## config.mk

```make
export PLATFORM = sky130hd
export DESIGN_NAME = mc_datapath_core_flat
export DESIGN_NICKNAME = d
export VERILOG_FILES = /design/src/rtl/mc_datapath_core_if.sv /design/src/rtl/mc_datapath_core.sv /design/src/flat_wrapper.sv
export SDC_FILE = /design/constraint.sdc
export NUM_CORES = 2
export LEC_CHECK = 0
export CORE_MARGIN = 2
export CORE_UTILIZATION = 50
export CTS_BUF_LIST = sky130_fd_sc_hd__clkbuf_16
export CTS_CLUSTER_SIZE = 16
export DETAILED_ROUTE_END_ITERATION = 12
export PLACE_DENSITY = 0.69
export SLEW_MARGIN = 10
export SYNTH_ARGS = -nofsm -noshare
export SYNTH_HDL_FRONTEND = slang
export SYNTH_SLANG_ARGS = --single-unit
```

## constraint.sdc

```tcl
create_clock -name clk -period 7.7 [get_ports clk]
set_clock_uncertainty 0.15 [all_clocks]
set_input_delay 0.77 -clock clk [delete_from_list [all_inputs] [get_ports clk]]
set_output_delay 0.77 -clock clk [all_outputs]
set_load 0.1 [all_outputs]
```

## src/rtl/mc_datapath_core_if.sv

```systemverilog
// Control, memory/IO bus and status signals between a multi-cycle controller
// and the mc_datapath_core datapath.
interface mc_datapath_core_if;
    logic        MIO_ready;
    logic        IorD;
    logic        IRWrite;
    logic        RegWrite;
    logic        PCWrite;
    logic        PCWriteCond;
    logic        Beq;
    logic        data2Mem;
    logic [1:0]  RegDst;
    logic [1:0]  ALUSrcA;
    logic [1:0]  ALUSrcB;
    logic [1:0]  PCSource;
    logic [1:0]  MemtoReg;
    logic [3:0]  ALU_operation;
    logic [31:0] data2CPU;
    logic [31:0] PC_Current;
    logic [31:0] Inst_R;
    logic [31:0] data_out;
    logic [31:0] M_addr;
    logic        zero;
    logic        overflow;

    modport master (
        output MIO_ready, IorD, IRWrite, RegWrite, PCWrite, PCWriteCond, Beq, data2Mem,
        output RegDst, ALUSrcA, ALUSrcB, PCSource, MemtoReg, ALU_operation, data2CPU,
        input  PC_Current, Inst_R, data_out, M_addr, zero, overflow
    );

    modport slave (
        input  MIO_ready, IorD, IRWrite, RegWrite, PCWrite, PCWriteCond, Beq, data2Mem,
        input  RegDst, ALUSrcA, ALUSrcB, PCSource, MemtoReg, ALU_operation, data2CPU,
        output PC_Current, Inst_R, data_out, M_addr, zero, overflow
    );
endinterface

```

## src/rtl/mc_datapath_core.sv

```systemverilog
// Multi-cycle MIPS-style datapath: PC, IR, MDR, 32x32 register file, ALU and
// pipeline-free holding registers, steered entirely by an external controller.
module mc_datapath_core (
    input  logic                clk,
    input  logic                reset,
    mc_datapath_core_if.slave   bus
);
    logic [31:0] regs [32];
    logic [31:0] pc, ir, mdr, alu_out, alu_out2, data_to_cpu;
    logic [4:0]  rs, rt, rd, shamt, wr_addr;
    logic [15:0] imm;
    logic [31:0] sext, off, reg_a, reg_b, wr_data, src_a, src_b, result;
    logic        zero_flag, ovf, pc_en;

    assign rs    = ir[25:21];
    assign rt    = ir[20:16];
    assign rd    = ir[15:11];
    assign shamt = ir[10:6];
    assign imm   = ir[15:0];
    assign sext  = {{16{imm[15]}}, imm};
    assign off   = {sext[29:0], 2'b00};

    assign reg_a = (rs == 5'd0) ? 32'd0 : regs[rs];
    assign reg_b = (rt == 5'd0) ? 32'd0 : regs[rt];

    always_comb begin
        wr_addr = rt;
        wr_data = alu_out;
        src_a   = reg_a;
        src_b   = reg_b;
        case (bus.RegDst)
            2'b00:   wr_addr = rt;
            2'b01:   wr_addr = rd;
            2'b10:   wr_addr = 5'd31;
            default: wr_addr = 5'd0;
        endcase
        case (bus.MemtoReg)
            2'b00:   wr_data = alu_out;
            2'b01:   wr_data = mdr;
            2'b10:   wr_data = {imm, 16'h0000};
            default: wr_data = pc;
        endcase
        case (bus.ALUSrcA)
            2'b00:   src_a = reg_a;
            2'b01:   src_a = pc;
            2'b10:   src_a = data_to_cpu;
            default: src_a = 32'h0;
        endcase
        case (bus.ALUSrcB)
            2'b00:   src_b = reg_b;
            2'b01:   src_b = 32'd4;
            2'b10:   src_b = sext;
            default: src_b = off;
        endcase
    end

    // Overflow is only meaningful for the signed add/subtract opcodes.
    always_comb begin
        result = 32'h0;
        ovf    = 1'b0;
        case (bus.ALU_operation)
            4'b0000: result = src_a & src_b;
            4'b0001: result = src_a | src_b;
            4'b0010: begin
                result = src_a + src_b;
                ovf    = (src_a[31] == src_b[31]) && (result[31] != src_a[31]);
            end
            4'b0011: result = src_a ^ src_b;
            4'b0100: result = ~(src_a | src_b);
            4'b0101: result = src_b >> shamt;
            4'b0110: begin
                result = src_a - src_b;
                ovf    = (src_a[31] != src_b[31]) && (result[31] != src_a[31]);
            end
            4'b0111: result = {31'd0, ($signed(src_a) < $signed(src_b))};
            4'b1000: result = src_b << shamt;
            4'b1001: result = $unsigned($signed(src_b) >>> shamt);
            4'b1010: result = {31'd0, (src_a < src_b)};
            default: result = 32'h0;
        endcase
    end

    assign zero_flag = (result == 32'h0);
    assign pc_en     = bus.PCWrite | (bus.PCWriteCond & (zero_flag == bus.Beq));

    always_ff @(posedge clk or negedge reset) begin
        if (!reset) begin
            for (int i = 0; i < 32; i++) regs[i] <= 32'h0;
            pc          <= 32'h0;
            ir          <= 32'h0;
            mdr         <= 32'h0;
            alu_out     <= 32'h0;
            alu_out2    <= 32'h0;
            data_to_cpu <= 32'h0;
        end else begin
            alu_out     <= result;
            alu_out2    <= alu_out;
            data_to_cpu <= bus.data2CPU;
            if (bus.MIO_ready) mdr <= bus.data2CPU;
            if (bus.IRWrite && bus.MIO_ready) ir <= bus.data2CPU;
            if (bus.RegWrite && (wr_addr != 5'd0)) regs[wr_addr] <= wr_data;
            // Sequential fetch only advances once the memory has delivered the word.
            if (pc_en) begin
                case (bus.PCSource)
                    2'b00:   if (bus.MIO_ready) pc <= result;
                    2'b10:   pc <= {pc[31:28], ir[25:0], 2'b00};
                    default: pc <= alu_out;
                endcase
            end
        end
    end

    assign bus.PC_Current = pc;
    assign bus.Inst_R     = ir;
    assign bus.zero       = zero_flag;
    assign bus.overflow   = ovf;
    assign bus.M_addr     = bus.IorD ? pc : alu_out;
    assign bus.data_out   = bus.data2Mem ? alu_out2 : reg_b;
endmodule

```

## src/flat_wrapper.sv

```systemverilog
// flat-port wrapper written by rule: the top's interface ports become plain ports
module mc_datapath_core_flat 
  (clk, reset, bus_MIO_ready, bus_IorD, bus_IRWrite, bus_RegWrite, bus_PCWrite, bus_PCWriteCond, bus_Beq, bus_data2Mem, bus_RegDst, bus_ALUSrcA, bus_ALUSrcB, bus_PCSource, bus_MemtoReg, bus_ALU_operation, bus_data2CPU, bus_PC_Current, bus_Inst_R, bus_data_out, bus_M_addr, bus_zero, bus_overflow);
  mc_datapath_core_if bus_i ();
  input  logic clk;
  input  logic reset;
  input wire logic [$bits(bus_i.MIO_ready)-1:0] bus_MIO_ready;
  input wire logic [$bits(bus_i.IorD)-1:0] bus_IorD;
  input wire logic [$bits(bus_i.IRWrite)-1:0] bus_IRWrite;
  input wire logic [$bits(bus_i.RegWrite)-1:0] bus_RegWrite;
  input wire logic [$bits(bus_i.PCWrite)-1:0] bus_PCWrite;
  input wire logic [$bits(bus_i.PCWriteCond)-1:0] bus_PCWriteCond;
  input wire logic [$bits(bus_i.Beq)-1:0] bus_Beq;
  input wire logic [$bits(bus_i.data2Mem)-1:0] bus_data2Mem;
  input wire logic [$bits(bus_i.RegDst)-1:0] bus_RegDst;
  input wire logic [$bits(bus_i.ALUSrcA)-1:0] bus_ALUSrcA;
  input wire logic [$bits(bus_i.ALUSrcB)-1:0] bus_ALUSrcB;
  input wire logic [$bits(bus_i.PCSource)-1:0] bus_PCSource;
  input wire logic [$bits(bus_i.MemtoReg)-1:0] bus_MemtoReg;
  input wire logic [$bits(bus_i.ALU_operation)-1:0] bus_ALU_operation;
  input wire logic [$bits(bus_i.data2CPU)-1:0] bus_data2CPU;
  output wire logic [$bits(bus_i.PC_Current)-1:0] bus_PC_Current;
  output wire logic [$bits(bus_i.Inst_R)-1:0] bus_Inst_R;
  output wire logic [$bits(bus_i.data_out)-1:0] bus_data_out;
  output wire logic [$bits(bus_i.M_addr)-1:0] bus_M_addr;
  output wire logic [$bits(bus_i.zero)-1:0] bus_zero;
  output wire logic [$bits(bus_i.overflow)-1:0] bus_overflow;
  assign bus_i.MIO_ready = bus_MIO_ready;
  assign bus_i.IorD = bus_IorD;
  assign bus_i.IRWrite = bus_IRWrite;
  assign bus_i.RegWrite = bus_RegWrite;
  assign bus_i.PCWrite = bus_PCWrite;
  assign bus_i.PCWriteCond = bus_PCWriteCond;
  assign bus_i.Beq = bus_Beq;
  assign bus_i.data2Mem = bus_data2Mem;
  assign bus_i.RegDst = bus_RegDst;
  assign bus_i.ALUSrcA = bus_ALUSrcA;
  assign bus_i.ALUSrcB = bus_ALUSrcB;
  assign bus_i.PCSource = bus_PCSource;
  assign bus_i.MemtoReg = bus_MemtoReg;
  assign bus_i.ALU_operation = bus_ALU_operation;
  assign bus_i.data2CPU = bus_data2CPU;
  assign bus_PC_Current = bus_i.PC_Current;
  assign bus_Inst_R = bus_i.Inst_R;
  assign bus_data_out = bus_i.data_out;
  assign bus_M_addr = bus_i.M_addr;
  assign bus_zero = bus_i.zero;
  assign bus_overflow = bus_i.overflow;
  mc_datapath_core u_core (.clk(clk), .reset(reset), .bus(bus_i));
endmodule
```

-- Word level (Yosys, flattened, before mapping)
Index checks and enable logic that the tools add are counted.
- register bits after elaboration: 1216
- bits in latches: 0
- bits in writable memories: 0
- memory bits (read-only): 0
- bits of input ports: 56
- output and inout port bits: 130
- word-level logic and storage cells: 123
- memories: 0
- $add $sub $neg: 2
- $mul: 0
- div/mod/pow operators: 0
- $lt $le $gt $ge: 6
- eq/ne operators: 25
- shifts and indexed selects: 3
- multiplexer cells: 21
- bitwise operators: 10
- reduce and logical (&&, ||, !) cells: 17
- operators by type and width (operator ; number):
    $bwmux 1024 ; 1
    $pmux 32 s11 ; 1
    $bmux 32 s5 ; 2
    $mux 32 ; 10
    $pmux 32 s3 ; 3
    $demux 32 s5 ; 1
    $lt 32x32->1 ; 2
    $pmux 32 s2 ; 1
    $add 32x32->32 ; 1
    $and 32x32->32 ; 1
    $logic_not 32->1 ; 1
    $not 32->32 ; 1
    $or 32x32->32 ; 1
    $shl 32x5->32 ; 1
    $shr 32x5->32 ; 1
    $sshr 32x5->32 ; 1
    $sub 32x32->32 ; 1
    $xor 32x32->32 ; 1
    $ge 6x6->1 const B ; 3
    $not 5->6 ; 3
    $eq 4x3->1 const B ; 4
    $pmux 5 s3 ; 1
    $eq 4x4->1 const B ; 3
    $eq 2x2->1 const B ; 5
    18 further kinds ; 34

-- Depth between registers and ports, before layout
- depth in word-level cells: 14
- mapped depth: 34
- mapped depth without buffers: 26

-- Least setup slack after synthesis
No wires, ideal clock.
- path kind: register -> register
- start: register u_core.ir[21] (netlist: u_core.bus.Inst_R[21])
- end: register u_core.pc[0] (netlist: u_core.bus.PC_Current[0])
- setup time: 0.128 ns
- arrival time: 9.250 ns
- required time: 7.422 ns
- path slack: -1.829 ns
- stages on the path, launching flop included: 29
- buffers on the path: 5
- period minus slack after synthesis: 9.529 ns
- path through: dfrtp_1 clkbuf_1 clkbuf_1 clkbuf_1 buf_1 mux4_2 mux4_2 mux2i_1 nor2_1 a221oi_1 inv_1 ha_1 or2_2 o221ai_1 a21oi_1 a221oi_1 o211ai_1 a31oi_1 nor4_1 a21oi_1 nor2_1 or4b_4 or4_1 or4_1 nor4_2 and3_1 a221oi_4 buf_6 mux2_1
- word-level cells in the longest chain between the ends: 14
- elaborated cells on any way between the ends: 23
- those cells by class: add/sub: 2; order compare: 2; eq/ne: 1; mux: 8; bitwise: 7; reduce/logical: 3
- ends and longest elaborated chain (element ; line ; RTL):
    from (decl) ; mc_datapath_core.sv:9 ; logic [31:0] pc, ir, mdr, alu_out, alu_out2, data_to_cpu;
    from (signal assigned) ; mc_datapath_core.sv:100 ; if (bus.IRWrite && bus.MIO_ready) ir <= bus.data2CPU;
    $not 5->6 (implied by the code) ; mc_datapath_core.sv:23 ; assign reg_a = (rs == 5'd0) ? 32'd0 : regs[rs];
    $bmux 32 s5 ; mc_datapath_core.sv:23 ;
    $mux 32 (implied by the code) (2 in series) ; mc_datapath_core.sv:23 ;
    $mux 32 (*) ; mc_datapath_core.sv:23 ;
    $pmux 32 s3 (*) ; mc_datapath_core.sv:43 ; case (bus.ALUSrcA)
    parallel branches: the longest is 2 deep, another holds $sub 32x32->32 ; - ;
    $pmux 32 s11 (*) ; mc_datapath_core.sv:61 ; case (bus.ALU_operation)
    net u_core.result[23] ; mc_datapath_core.sv:12 ; logic [31:0] sext, off, reg_a, reg_b, wr_data, src_a, src_b, result;
    $logic_not 32->1 (*) ; mc_datapath_core.sv:83 ; assign zero_flag = (result == 32'h0);
    net bus_zero ; flat_wrapper.sv:26 ; output wire logic [$bits(bus_i.zero)-1:0] bus_zero;
    $eq 1x1->1 (*) ; mc_datapath_core.sv:84 ; assign pc_en = bus.PCWrite | (bus.PCWriteCond & (zero_flag == bus.Beq));
    $and 1x1->1 (*) ; mc_datapath_core.sv:84 ;
    $or 1x1->1 (*) ; mc_datapath_core.sv:84 ;
    $reduce_and 2->1 (no line) (*) ; - ;
    to (signal assigned) ; mc_datapath_core.sv:105 ; 2'b00: if (bus.MIO_ready) pc <= result;
    to (signal assigned) ; mc_datapath_core.sv:106 ; 2'b10: pc <= {pc[31:28], ir[25:0], 2'b00};
    to (signal assigned) ; mc_datapath_core.sv:107 ; default: pc <= alu_out;
    to (decl) ; mc_datapath_core.sv:9 ;
Mark *: on every way through the listed nets, which the timed path passes. The select of a mux whose other input is x is not followed.
A chain may end at the register's enable or synchronous reset.

-- Worst setup path after layout
- start: register u_core.ir[17] (netlist: u_core.bus.Inst_R[17])
- end: output bus_zero
- word-level cells in the longest chain between the ends: 10
- elaborated cells on any way between the ends: 20
- those cells by class: add/sub: 2; order compare: 2; shift: 3; mux: 6; bitwise: 5; reduce/logical: 2
- ends and longest elaborated chain (element ; line ; RTL):
    $not 5->6 (implied by the code) ; mc_datapath_core.sv:24 ; assign reg_b = (rt == 5'd0) ? 32'd0 : regs[rt];
    $bmux 32 s5 ; mc_datapath_core.sv:24 ;
    $mux 32 (implied by the code) (2 in series) ; mc_datapath_core.sv:24 ;
    $mux 32 (*) ; mc_datapath_core.sv:24 ;
    $pmux 32 s3 (*) ; mc_datapath_core.sv:49 ; case (bus.ALUSrcB)
    parallel branches: the longest is 2 deep, another holds $sub 32x32->32 ; - ;
    $pmux 32 s11 (*) ; mc_datapath_core.sv:61 ;
    net u_core.result[30] ; mc_datapath_core.sv:12 ;
    $logic_not 32->1 (*) ; mc_datapath_core.sv:83 ;
    to (decl) ; flat_wrapper.sv:26 ;
Marked as above.

==> impl_metrics.env <==
export IMPL_yosys_area_top_type_share=0.4224
export IMPL_fillCellCount=11770
export IMPL_worst_hold_slack_ns=0.2351
export IMPL_fmax_mhz=116.0
export IMPL_synth_seq_cells=1216
export IMPL_tritoncts_num_buffers=130
export IMPL_critPathArrivalTime_ns=7.70
export IMPL_seq_area_um2=30460
export IMPL_final_layout_size_suffix_gt1_frac=0.2624
export IMPL_grt_max_degree=189
export IMPL_pwr_density_cell_nw_per_um2=302.6
export IMPL_avgRoutedWirePerCell_um=32.95
export IMPL_drtPass1Iterations=6
export IMPL_routed_wl_um=325900
export IMPL_worstMarginPinSlew_ns=1.410
export IMPL_synthesis_nets=7416
export IMPL_hold_path_class="reg -> reg"
export IMPL_floorplan_initialDensity=0.5027
export IMPL_element_type_at_the_critical_path_start="flip-flop"
export IMPL_worst_ir_drop_vdd_mv=0.2526
export IMPL_worstPathBufferInverterCount=5
export IMPL_drc=0
export IMPL_vias_per_cell=6.788
export IMPL_numPortBuffers=185
export IMPL_postSynth_topFlopCell="sky130_fd_sc_hd__dfrtp_1"
export IMPL_flow_area_growth_from_synthesis_pct=22.03
export IMPL_design_final_nets=8040
export IMPL_grt_pass1_vias=65660
export IMPL_first_iter_violations=8864
export IMPL_clkSinkCount=1216
export IMPL_worstSetupPathType="reg -> out"
export IMPL_min_delay_worst_endpoint="u_core.regs[996]"
export IMPL_core_area_um2=143300
export IMPL_timing_critical_path_to_type="output pin"
export IMPL_die_width_um=383.6
export IMPL_worst_r2r_endpoint="u_core.bus.PC_Current[18]"
export IMPL_die_height_um=383.6
export IMPL_fp_dieArea_um2=147100
export IMPL_ys_top_cells_by_area="sky130_fd_sc_hd__dfrtp_1 (42%), sky130_fd_sc_hd__mux4_2 (14%), sky130_fd_sc_hd__o21ai_0 (8.2%)"
export IMPL_worst_hold_stages=0
export IMPL_clock_insertion_delay_at_the_later_pin_of_the_skew_report_ns=0.81
export IMPL_layout_commonest_cell="sky130_fd_sc_hd__nand2_1"
export IMPL_multiInputGateArea_um2=39900
export IMPL_min_from="u_core.regs[996]"
export IMPL_most_common_layout_cells="sky130_fd_sc_hd__nand2_1 (1286), sky130_fd_sc_hd__dfrtp_1 (1202), sky130_fd_sc_hd__o21ai_0 (1146)"
export IMPL_cts_reportedPaths_clkPinSlew_ns=0.06
export IMPL_run_status="complete, but fails checks"
export IMPL_rsz0062_at_grt="true"
export IMPL_hold_viol=0
export IMPL_r2r_worst_path_cells=30
export IMPL_maxSlewViolCount=0
export IMPL_ys_async_sr_fraction=1.000
export IMPL_hpwl_um=223400
export IMPL_maxcap_violations=0
export IMPL_layout_worst_path_cycle_share=1.120
export IMPL_finalSetupTns_ns=-9.003
export IMPL_critical_path_max_fanout=11
export IMPL_crit_required_ns=6.78
export IMPL_cts_buffer_depth=3
export IMPL_synth_yosys_seq_area_share=0.4224
export IMPL_grt_first_pass_wirelength_um=466000
export IMPL_violations="negative setup slack"
export IMPL_timing_final_ws_setup_ns=-0.9225
export IMPL_synth_edff_count=0
export IMPL_cts_max_level=4
export IMPL_tritoncts="yes"
export IMPL_period_minus_slack_ns=8.622
export IMPL_cp_top_family="simple AND/OR/NAND/NOR gates"
export IMPL_setup_slack_reg_to_reg_ns=-0.34
export IMPL_track_usage=0.4398
export IMPL_worstReg2RegStart="u_core.bus.Inst_R[17]"
export IMPL_syn_avg_cell_area_um2=9.938
export IMPL_drtAntennaViolNets=0
export IMPL_rows=139
export IMPL_yosys_warnings=0
export IMPL_netlist_area_um2=72040
export IMPL_globalRouteOverflowTotal=0
export IMPL_finalWeightedCongestion=1.103
export IMPL_total_setup_violations_reported_at_the_end_of_the_flow=34
export IMPL_synthDistinctLibCells=99
export IMPL_synthDominantAreaCellType="sky130_fd_sc_hd__dfrtp_1"
export IMPL_floorplan_io_pins=186
export IMPL_synth_cells=7249
export IMPL_cpMaxStageDelayCell="sky130_fd_sc_hd__nor4_2"
export IMPL_timing_max_slew_rel_slack=0.05166
export IMPL_detailroute_via_count=67140
export IMPL_clock_root_buffer="sky130_fd_sc_hd__clkbuf_16"
export IMPL_max_stage_delay_ns=0.91
export IMPL_antenna_found_initial=29
export IMPL_p_leak_nw=38.67
through the flow:
stage                 util  worst slack [ns]  power [mW]  instances  area (µm²)
CTS                 0.6059           -0.8571       26.01       9836       86830
finish              0.6134           -0.9225       26.60       9891       87910
global placement    0.5666           -0.6323       19.30       9552       81190
global route        0.6132            -1.045       27.53       9877       87870
floorplan                -           0.01319       15.21       7249       72320
detailed placement  0.5666           -0.6784       19.56       9552       81200
power breakdown:
group	switching (mW)	total (mW)	leakage, nW	internal [mW]
logic	6.72	11.2	20.4	4.51
registers	1.34	9.23	16.1	7.89
clock network	2.73	6.15	2.11	3.42
total	10.8	26.6	38.7	15.8
area by class of cell:
class | instances | area share
sequential | 1216 | 0.3466
clock inverter | 98 | 0.007800
clock buffer | 135 | 0.03843
inverter | 126 | 0.005409
tap | 1903 | 0.02709
antenna | 14 | 0.0003985
timing repair buffer | 1180 | 0.1204
multi-input combinational | 5219 | 0.4539
state kept, by name, summed over array words and instances (netlist names):
| signal | count |
|---|---|
| u_core.mdr | 32 |
| u_core.bus.Inst_R | 32 |
| u_core.alu_out2 | 32 |
| u_core.bus.PC_Current | 32 |
| u_core.data_to_cpu | 32 |
| u_core.alu_out | 32 |
| u_core.regs | 1024 |
repair_timing:
action	CTS	global route
setup endpoints to repair	34	34
pin swaps	39	73
cloned	12	2
gates resized for setup	199	142
hold endpoints to repair	123	0
hold buffers	1	0
buffers inserted	38	49
per-layer routing:
| layer | part of all wire | GRT usage |
|---|---|---|
| met5 | 0.00055 | 0 |
| met4 | 0.087 | 0.3295 |
| met3 | 0.12 | 0.1365 |
| met2 | 0.44 | 0.6552 |
| met1 | 0.36 | 0.5377 |
worst max path at each step:
stage,startpoint,end,slack (ns),cells past startpoint
floorplan,u_core.bus.Inst_R[21],bus_zero,0.01,25
global placement,u_core.bus.Inst_R[21],u_core.bus.PC_Current[8],-0.63,30
detailed placement,u_core.bus.Inst_R[21],u_core.bus.PC_Current[6],-0.68,30
CTS,u_core.bus.Inst_R[21],bus_zero,-0.86,28
global route,u_core.bus.Inst_R[21],bus_zero,-1.05,31
finish,u_core.bus.Inst_R[17],bus_zero,-0.92,26
worst reg2reg max path: cells and delay by family, from the launching register on:
kind | cells | cell delay, ns
buf+inv | 7 | 1.19
simple gates | 9 | 3.11
compound gates | 11 | 2.07
xor+xnor | 1 | 0.18
fa+ha+maj | 1 | 0.33
mux | 1 | 0.34
flops | 1 | 0.52
kinds of logic after synthesis:
logic type | Yosys count | synth area share
compound gates | 2111 | 0.1760
buf+inv | 814 | 0.04755
xor+xnor | 21 | 0.002553
mux | 991 | 0.2157
fa+ha+maj | 111 | 0.01949
flops | 1216 | 0.4224
simple gates | 1985 | 0.1164
cell usage after synthesis, drive strengths merged, types with 88 or more instances:
cell type,count
mux2i,399
clkbuf,527
mux4,433
nand3,88
a21oi,213
mux2,159
a22oi,151
nor2,293
buf,159
inv,120
o21ai,1185
dfrtp,1216
ha,109
nand2,1319
(Power assumes the default switching activity.)
